`src/rtl/shift_seq_pkg.sv`:
```
// Shared types and default sizes for the multi-cycle shift sequencer.
package shift_seq_pkg;

    localparam int WIDTH_DEF = 16;
    localparam int CNT_W_DEF = 4;

    typedef enum logic [1:0] {
        IDLE  = 2'd0,
        SHIFT = 2'd1,
        DONE  = 2'd2
    } state_t;

endpackage

```
`src/rtl/shifter.sv`:
```
// Purpose: single-bit logical shift stage (sel 0 = left, 1 = right), zero fill.
// Latency: combinational.
// Backpressure: none, pure function of a/sel.
module shifter #(
    parameter int WIDTH = 16
) (
    input  logic [WIDTH-1:0] a,
    input  logic             sel,
    output logic [WIDTH-1:0] y,
    output logic             ovf
);

    always_comb begin
        if (sel) begin
            y   = {1'b0, a[WIDTH-1:1]};
            ovf = 1'b0;
        end else begin
            y   = {a[WIDTH-2:0], 1'b0};
            ovf = a[WIDTH-1];
        end
    end

endmodule

```
`src/rtl/shift_sequencer.sv`:
```
// Purpose: multi-bit shift by iterating the one-bit shifter; rotate option via SHIFT_SEQ_ROTATE_EN.
// Latency: done pulses amount+1 cycles after the accepting edge.
// Backpressure: start is ignored while busy; no queueing.
module shift_sequencer
    import shift_seq_pkg::*;
#(
    parameter int WIDTH = WIDTH_DEF,
    parameter int CNT_W = CNT_W_DEF
) (
    input  logic             clk,
    input  logic             rst,
    input  logic             start,
    input  logic [WIDTH-1:0] din,
    input  logic [CNT_W-1:0] amount,
    input  logic             dir,
`ifdef SHIFT_SEQ_ROTATE_EN
    input  logic             rotate,
`endif
    output logic             busy,
    output logic             done,
    output logic [WIDTH-1:0] dout,
    output logic             overflow
);

    state_t             state;
    logic [CNT_W-1:0]   cnt;
    logic [WIDTH-1:0]   data;
    logic               dir_q;
    logic               ovf_q;
    logic [WIDTH-1:0]   shf_y;
    logic               shf_ovf;
    logic [WIDTH-1:0]   step_y;
    logic               step_ovf;

    shifter #(.WIDTH(WIDTH)) u_shifter (
        .a   (data),
        .sel (dir_q),
        .y   (shf_y),
        .ovf (shf_ovf)
    );

`ifdef SHIFT_SEQ_ROTATE_EN
    logic rot_q;

    // The shifter zero-fills the vacated bit, so OR-ing in the lost bit wraps it.
    always_comb begin
        step_y   = shf_y;
        step_ovf = shf_ovf & ~rot_q;
        if (rot_q) begin
            if (dir_q) step_y[WIDTH-1] = shf_y[WIDTH-1] | data[0];
            else       step_y[0]       = shf_y[0] | data[WIDTH-1];
        end
    end
`else
    assign step_y   = shf_y;
    assign step_ovf = shf_ovf;
`endif

    always_ff @(posedge clk) begin
        if (rst) begin
            state <= IDLE;
            cnt   <= '0;
            data  <= '0;
            dir_q <= 1'b0;
            ovf_q <= 1'b0;
`ifdef SHIFT_SEQ_ROTATE_EN
            rot_q <= 1'b0;
`endif
        end else begin
            case (state)
                IDLE: begin
                    if (start) begin
                        data  <= din;
                        cnt   <= amount;
                        dir_q <= dir;
                        ovf_q <= 1'b0;
`ifdef SHIFT_SEQ_ROTATE_EN
                        rot_q <= rotate;
`endif
                        state <= (amount != '0) ? SHIFT : DONE;
                    end
                end
                SHIFT: begin
                    data  <= step_y;
                    ovf_q <= ovf_q | step_ovf;
                    cnt   <= cnt - 1'b1;
                    if (cnt == CNT_W'(1)) state <= DONE;
                end
                DONE:    state <= IDLE;
                default: state <= IDLE;
            endcase
        end
    end

    assign busy     = (state != IDLE);
    assign done     = (state == DONE);
    assign dout     = data;
    assign overflow = ovf_q;

endmodule

```
`config.mk`:
```
export PLATFORM = sky130hd
export DESIGN_NAME = shift_sequencer
export DESIGN_NICKNAME = d
export VERILOG_FILES = /design/src/rtl/shift_seq_pkg.sv /design/src/rtl/shifter.sv /design/src/rtl/shift_sequencer.sv
export SDC_FILE = /design/constraint.sdc
export NUM_CORES = 1
export LEC_CHECK = 0
export CORE_AREA = 10 10 79 81
export CTS_BUF_LIST = sky130_fd_sc_hd__clkbuf_8 sky130_fd_sc_hd__clkbuf_16
export DETAILED_ROUTE_END_ITERATION = 12
export DIE_AREA = 0 0 89 91
export PLACE_DENSITY = 0.66
export SYNTH_ARGS = -nofsm -noshare
export SYNTH_HDL_FRONTEND = slang
export SYNTH_HIERARCHICAL = 1
export SYNTH_SLANG_ARGS = --single-unit
export TNS_END_PERCENT = 50
```
`constraint.sdc`:
```
create_clock -name clk -period 3.8 [get_ports clk]
set_input_delay 0.57 -clock clk [delete_from_list [all_inputs] [get_ports clk]]
set_output_delay 0.57 -clock clk [all_outputs]
set_load 0.01 [all_outputs]
```
==> results_dict.tcl, run 1 <==
set metrics [dict create \
    async_flop_share_pct 0 \
    final_clock_period_utilization_by_the_worst_path_pct 67.3 \
    synth-edff-count 0 \
    grt_pass1_wl_um 6190 \
    syn-num-nets 174 \
    power_per_cell_area_mw_per_mm2 382 \
    maxcap_violations 0 \
    postCtsSetupRepairBufs 0 \
    die_w_um 89 \
    synth_area_per_cell_sq_um 10.6 \
    synth_top_area_share_pct 30.5 \
    final_routed_wire_length_divided_by_cell_count_um 15.6 \
    die_area_sq_mm 0.00810 \
    ff2ff_setup_slack_ns 1.79 \
    post_dp_cell_area_sq_mm 0.00195 \
    post_synth_instance_area_sq_mm 0.00157 \
    synth_cells 148 \
    clock-sinks 24 \
    setup-violations-final 0 \
    first_global_vias 1214 \
    cts.root.buffer_cell "clkbuf_8" \
    cts-htree-levels 1 \
    numCtsBuffers 3 \
    run_status "complete, no violations" \
    place_worst_setup_slack_ns 1.54 \
    post-route-min-period_ns 2.56 \
    vias_per_cell 5.00 \
    gp_congestion 0.773 \
    report.power.total_uw 767 \
    layout.cells.non_filler 238 \
    placedCellCount 234 \
    netlist.top_cell.by_area "dfxtp_1" \
    tritoncts "built" \
    cp.required_ns 3.23 \
    fin_ws_ns 1.24 \
    critical_path_sink_type "output port" \
    largest_net_degree_at_the_start_of_global_routing 34 \
    drtIter0Drc 122 \
    global_route.overflow_total 0 \
    n_antenna_cell 0 \
    hold_buffer_count_at_cts 0 \
    slew_violations 0 \
    timing_worst_slew_pin_value_ns 0.919 \
    number_of_distinct_library_cell_variants_in_the_gate_level_netlist_after_synthesis 41 \
    synth.yosys.seq_area_share_pct 30.5 \
    final_nets 211 \
    most_frequently_used_cell_type_in_the_post_synthesis_netlist "dfxtp_1" \
    detailedPlacementHpwl_um 2780 \
    critical-path-max-stage-delay_ns 0.93 \
    synth.top_cells.by_count "dfxtp_1 (24), mux2i_1 (18), a211oi_2 (14)" \
    finalSetupTns_ns 0 \
    drive_gt1_share_pct 27.7 \
    p_comb_share_pct 33.9 \
    std_cell_rows 25 \
    io_buffer_count 42 \
    grt_setup_unrepaired "no" \
    yosys-top-cells-area "dfxtp_1 (31%), mux2i_1 (11%), a211oi_2 (11%), mux2_4 (6.7%), buf_6 (5.7%)" \
    cp_data_arrival_time_ns 1.99 \
    clkTransAtPathRegs_ns 0.08 \
    timing.rr.start "state[0]" \
    fin_worst_hold_slack_ns 0.498 \
    worstSetupPathType "reg -> out" \
    critical_path.max_fanout 22 \
    power.share.sequential_pct 43.2 \
    crit_chain "or2_2, clkdlybuf4s50_1" \
    globalRouteTotalUtil_pct 9.45 \
    cp.buffers_inverters 1 \
    power.clock.fraction_pct 23.0 \
    power_switching_uw 238 \
    drt-total-wl_um 3700 \
    timing.critical_path.max_delay_family "flip-flops" \
    postSynth.topFlopCell "dfxtp_1" \
    netSwitchingFraction_pct 31.1 \
    antenna_violating_nets_post_route 0 \
    first_pass_iters 4 \
    synth.ff_latch_count 24 \
    antenna_found_initial 0 \
    maxClockFrequency_ghz 0.391 \
    fin_area_sq_mm 0.00201 \
    maxSlewHeadroom_pct 38.6 \
    cpMaxStageDelayCell "dfxtp_1" \
    hold_path.class "reg -> reg" \
    worst_skew_pair.late_latency_ns 0.27 \
    cts.path.max_buffers 2 \
    p_int_uw 529 \
    routed-via-count 1189 \
    die-height_um 91 \
    critical_path.startpoint "state[0]" \
    finalHoldViolations 0 \
    floorplan.initialDensity_pct 33.8 \
    boundaryPins 43 \
    power_leakage_nw 0.749 \
    hold_start "overflow" \
    clock-skew-final_ns 0.00202 \
    area_growth_syn_to_layout_pct 27.7 \
    max-vdd-ir-drop_uv 148 \
    drc 0 \
    utilization_pct 43.1 \
    start_kind "register" \
    synth-warning-count 6 \
    cts_repair_resize_count 0 \
    total_core_area_sq_mm 0.00466 \
]
[power by group through the flow]
stage	combinational, mW	sequential [mW]	clock [mW]
2_1_floorplan	0.190	0.324	0
3_3_place_gp	0.261	0.337	0
3_5_place_dp	0.263	0.338	0
4_1_cts	0.264	0.332	0.186
5_1_grt	0.285	0.339	0.198
6_report	0.260	0.331	0.176
[logic make-up after synthesis]
group	count (synthesis)	share of synthesized area, %
AO/OA/AOI/OAI	31	18.9
adder cells (fa/ha/maj)	2	1.59
buffers and inverters	17	9.22
flip-flops	24	30.5
multiplexers	32	23.1
AND/OR/NAND/NOR	42	16.6
[sequential cells by signal, summed over array words and instances (netlist names)]
signal / flops
state: 2
dout: 16
dir_q: 1
overflow: 1
cnt: 4
[path summary, 6_finish.rpt]
| check | end | cells after the start |
|---|---|---|
| hold reg to reg | overflow | 2 |
| setup / recovery | busy | 2 |
| hold / removal | overflow | 2 |
| setup reg to reg | cnt[3] | 4 |
[area by class of cell]
| cell class | instances | area, sq um |
|---|---|---|
| clock buffer | 4 | 55.1 |
| fill | 449 | 2650 |
| timing repair buffer | 45 | 443 |
| tap | 54 | 67.6 |
| sequential | 24 | 480 |
| inverter | 4 | 15.0 |
| multi-input combinational | 107 | 948 |
[worst min-delay path: cells and delay by family (launching register included)]
family	cells	cell delay [ns]
AO/OA/AOI/OAI	2	0.13
flip-flops	1	0.32
[cell usage in the layout, fill, tap and decap left out, types with 2 or more instances in the layout]
cell,synthesis,layout
nand2_1,2,2
a211oi_2,14,14
clkdlybuf4s50_1,0,42
mux2i_1,18,18
mux2_4,7,7
ha_1,2,2
nor2_1,10,10
dfxtp_1,24,24
a21oi_1,4,4
nor2b_1,3,3
inv_1,4,4
nor3_1,2,2
o21ai_0,2,2
clkbuf_8,0,4
and2b_2,2,2
a211oi_1,3,3
nand2b_1,3,3
buf_4,1,3
nor2_2,10,10
mux2_2,7,7
[metal layers]
| layer | global-route usage [%] | wire length [um] | up-vias |
|---|---|---|---|
| met4 | 4.38 | 65 | 0 |
| met3 | 2.06 | 221 | 4 |
| li1 | - | - | 607 |
| met1 | 11.7 | 1630 | 558 |
| met2 | 15.0 | 1790 | 20 |
| met5 | 0 | 0 | - |
No activity file was read; power rests on OpenSTA's default activity.
==> run 2: changes to the inputs <==
- PLACE_DENSITY: 0.66 -> 0.68
- clock period: 3.8 -> 2.2 ns (I/O delays scaled with it)
==> run 2 against run 1 <==
Compared with the run above: setup slack worse by 0.99 ns; global-route usage down 0.35 points; utilization up 0.78 points; flip-flop and latch count unchanged; sequential power up 66%; largest cell class unchanged.
==> results_dict.tcl, run 2 (same netlist as run 1, synthesis figures left out) <==
set metrics [dict create \
    power_switching_uw 413 \
    most_common_cell_after_layout_fill_and_taps_aside "clkdlybuf4s50_1" \
    power.clock.fraction_pct 27.3 \
    max-vdd-ir-drop_uv 256 \
    maxSlewHeadroom_pct 69.7 \
    critical_path.max_fanout 15 \
    maxcap_violations 0 \
    worstSetupPathType "reg -> out" \
    routed-via-count 1166 \
    layout.cells.non_filler 239 \
    antenna_found_initial 0 \
    power_leakage_nw 0.763 \
    clock-skew-final_ns 0.00279 \
    die-height_um 91 \
    io_buffer_count 42 \
    utilization_pct 43.9 \
    finalHoldViolations 0 \
    critical_path_sink_type "output port" \
    final_routed_wire_length_divided_by_cell_count_um 15.7 \
    start_kind "register" \
    postCtsSetupRepairBufs 0 \
    hold_buffer_count_at_cts 0 \
    crit_chain "or2_2, clkdlybuf4s50_1" \
    post-route-min-period_ns 1.95 \
    worst_skew_pair.late_latency_ns 0.27 \
    cts.root.buffer_cell "clkbuf_8" \
    gp_congestion 0.742 \
    most-common-layout-cells "clkdlybuf4s50_1 (42), dfxtp_1 (24), mux2i_1 (18)" \
    grt_setup_unrepaired "no" \
    detailedPlacementHpwl_um 2690 \
    timing.critical_path.max_delay_family "flip-flops" \
    cts.path.max_buffers 2 \
    global_route.overflow_total 0 \
    boundaryPins 43 \
    die_area_sq_mm 0.00810 \
    setup-violations-final 0 \
    run_status "complete, no violations" \
    max_reg_flops 16 \
    numCtsBuffers 3 \
    floorplan.initialDensity_pct 33.8 \
    area_growth_syn_to_layout_pct 30.0 \
    total_core_area_sq_mm 0.00466 \
    cts-htree-levels 1 \
    fin_area_sq_mm 0.00205 \
    place_worst_setup_slack_ns 0.502 \
    cts_repair_resize_count 0 \
    antenna_violating_nets_post_route 0 \
    p_comb_share_pct 34.0 \
    p_int_mw 1.00 \
    cpMaxStageDelayCell "dfxtp_1" \
    post_dp_cell_area_sq_mm 0.00197 \
    critical-path-max-stage-delay_ns 0.61 \
    hold_path.class "reg -> reg" \
    netSwitchingFraction_pct 29.1 \
    vias_per_cell 4.88 \
    maxClockFrequency_ghz 0.513 \
    grt_pass1_wl_um 6010 \
    drc 0 \
    drt-total-wl_um 3740 \
    first_pass_iters 4 \
    fin_ws_ns 0.251 \
    finalSetupTns_ns 0 \
    cp_data_arrival_time_ns 1.62 \
    first_global_vias 1195 \
    tritoncts "built" \
    slew_violations 0 \
    final_clock_period_utilization_by_the_worst_path_pct 88.6 \
    power.share.sequential_pct 38.8 \
    drtIter0Drc 51 \
    std_cell_rows 25 \
    n_antenna_cell 0 \
    final_nets 212 \
    globalRouteTotalUtil_pct 9.10 \
    drive_gt1_share_pct 28.6 \
    die_w_um 89 \
    clkTransAtPathRegs_ns 0.08 \
    cp.buffers_inverters 1 \
    cp.required_ns 1.87 \
    clock-sinks 24 \
    largest_net_degree_at_the_start_of_global_routing 34 \
    placedCellCount 235 \
    power_per_cell_area_mw_per_mm2 693 \
    timing_worst_slew_pin_value_ns 0.453 \
]
## run 2: cell types whose count changed in the layout (fill, tap and decap cells not counted)
cell / change
buf_12: +1
bufinv_16: +1
clkbuf_8: -1
o21ba_2: +1
o21ba_1: -1
## run 2: metal layers
layer / global-route usage [%] / vias to the layer above / part of all wire (%)
met2: 14.1 / 26 / 46
met3: 2.50 / 4 / 7.1
met5: 0 / - / 0
met1: 11.4 / 527 / 45
met4: 3.98 / 0 / 1.4
li1: - / 609 / -
## run 2: path summary, 6_finish.rpt
| check | start | endpoint | depth (start not counted) | slack, ns |
|---|---|---|---|---|
| setup / recovery | state[1] | busy | 2 | 0.25 |
| hold / removal | overflow | overflow | 2 | 0.51 |
| setup reg to reg | state[0] | dout[11] | 5 | 0.62 |
| hold reg to reg | overflow | overflow | 2 | 0.51 |
## run 2: power by group through the flow
stage | clock (mW) | combinational [mW] | sequential, mW
floorplan | 0 | 0.328 | 0.560
global placement | 0 | 0.480 | 0.559
detailed placement | 0 | 0.486 | 0.559
CTS | 0.402 | 0.489 | 0.549
global route | 0.411 | 0.527 | 0.558
finish | 0.386 | 0.481 | 0.549
## run 2: worst register-to-register path: cells and delay by family, from the launching register on
family                 cells  cell delay (ns)
AOI/OAI and AO/OA          2             0.47
DFF                        1             0.37
and+or+nand+nor            1             0.06
buffers and inverters      2             0.59
## run 2: through the flow
step                      total power [mW]  hold WS, ns
final                                 1.42        0.505
after CTS                             1.44        0.507
after floorplan                      0.888        0.477
after global routing                  1.50        0.524
after detailed placement              1.04        0.491
after global placement                1.04        0.481
## run 2: area by class of cell
class | count | area (sq um)
clock buffer | 3 | 41.3
clock inverter | 1 | 30.0
fill | 450 | 2620
inverter | 4 | 15.0
multi-input combinational | 107 | 948
sequential | 24 | 480
tap | 54 | 67.6
timing repair buffer | 46 | 463
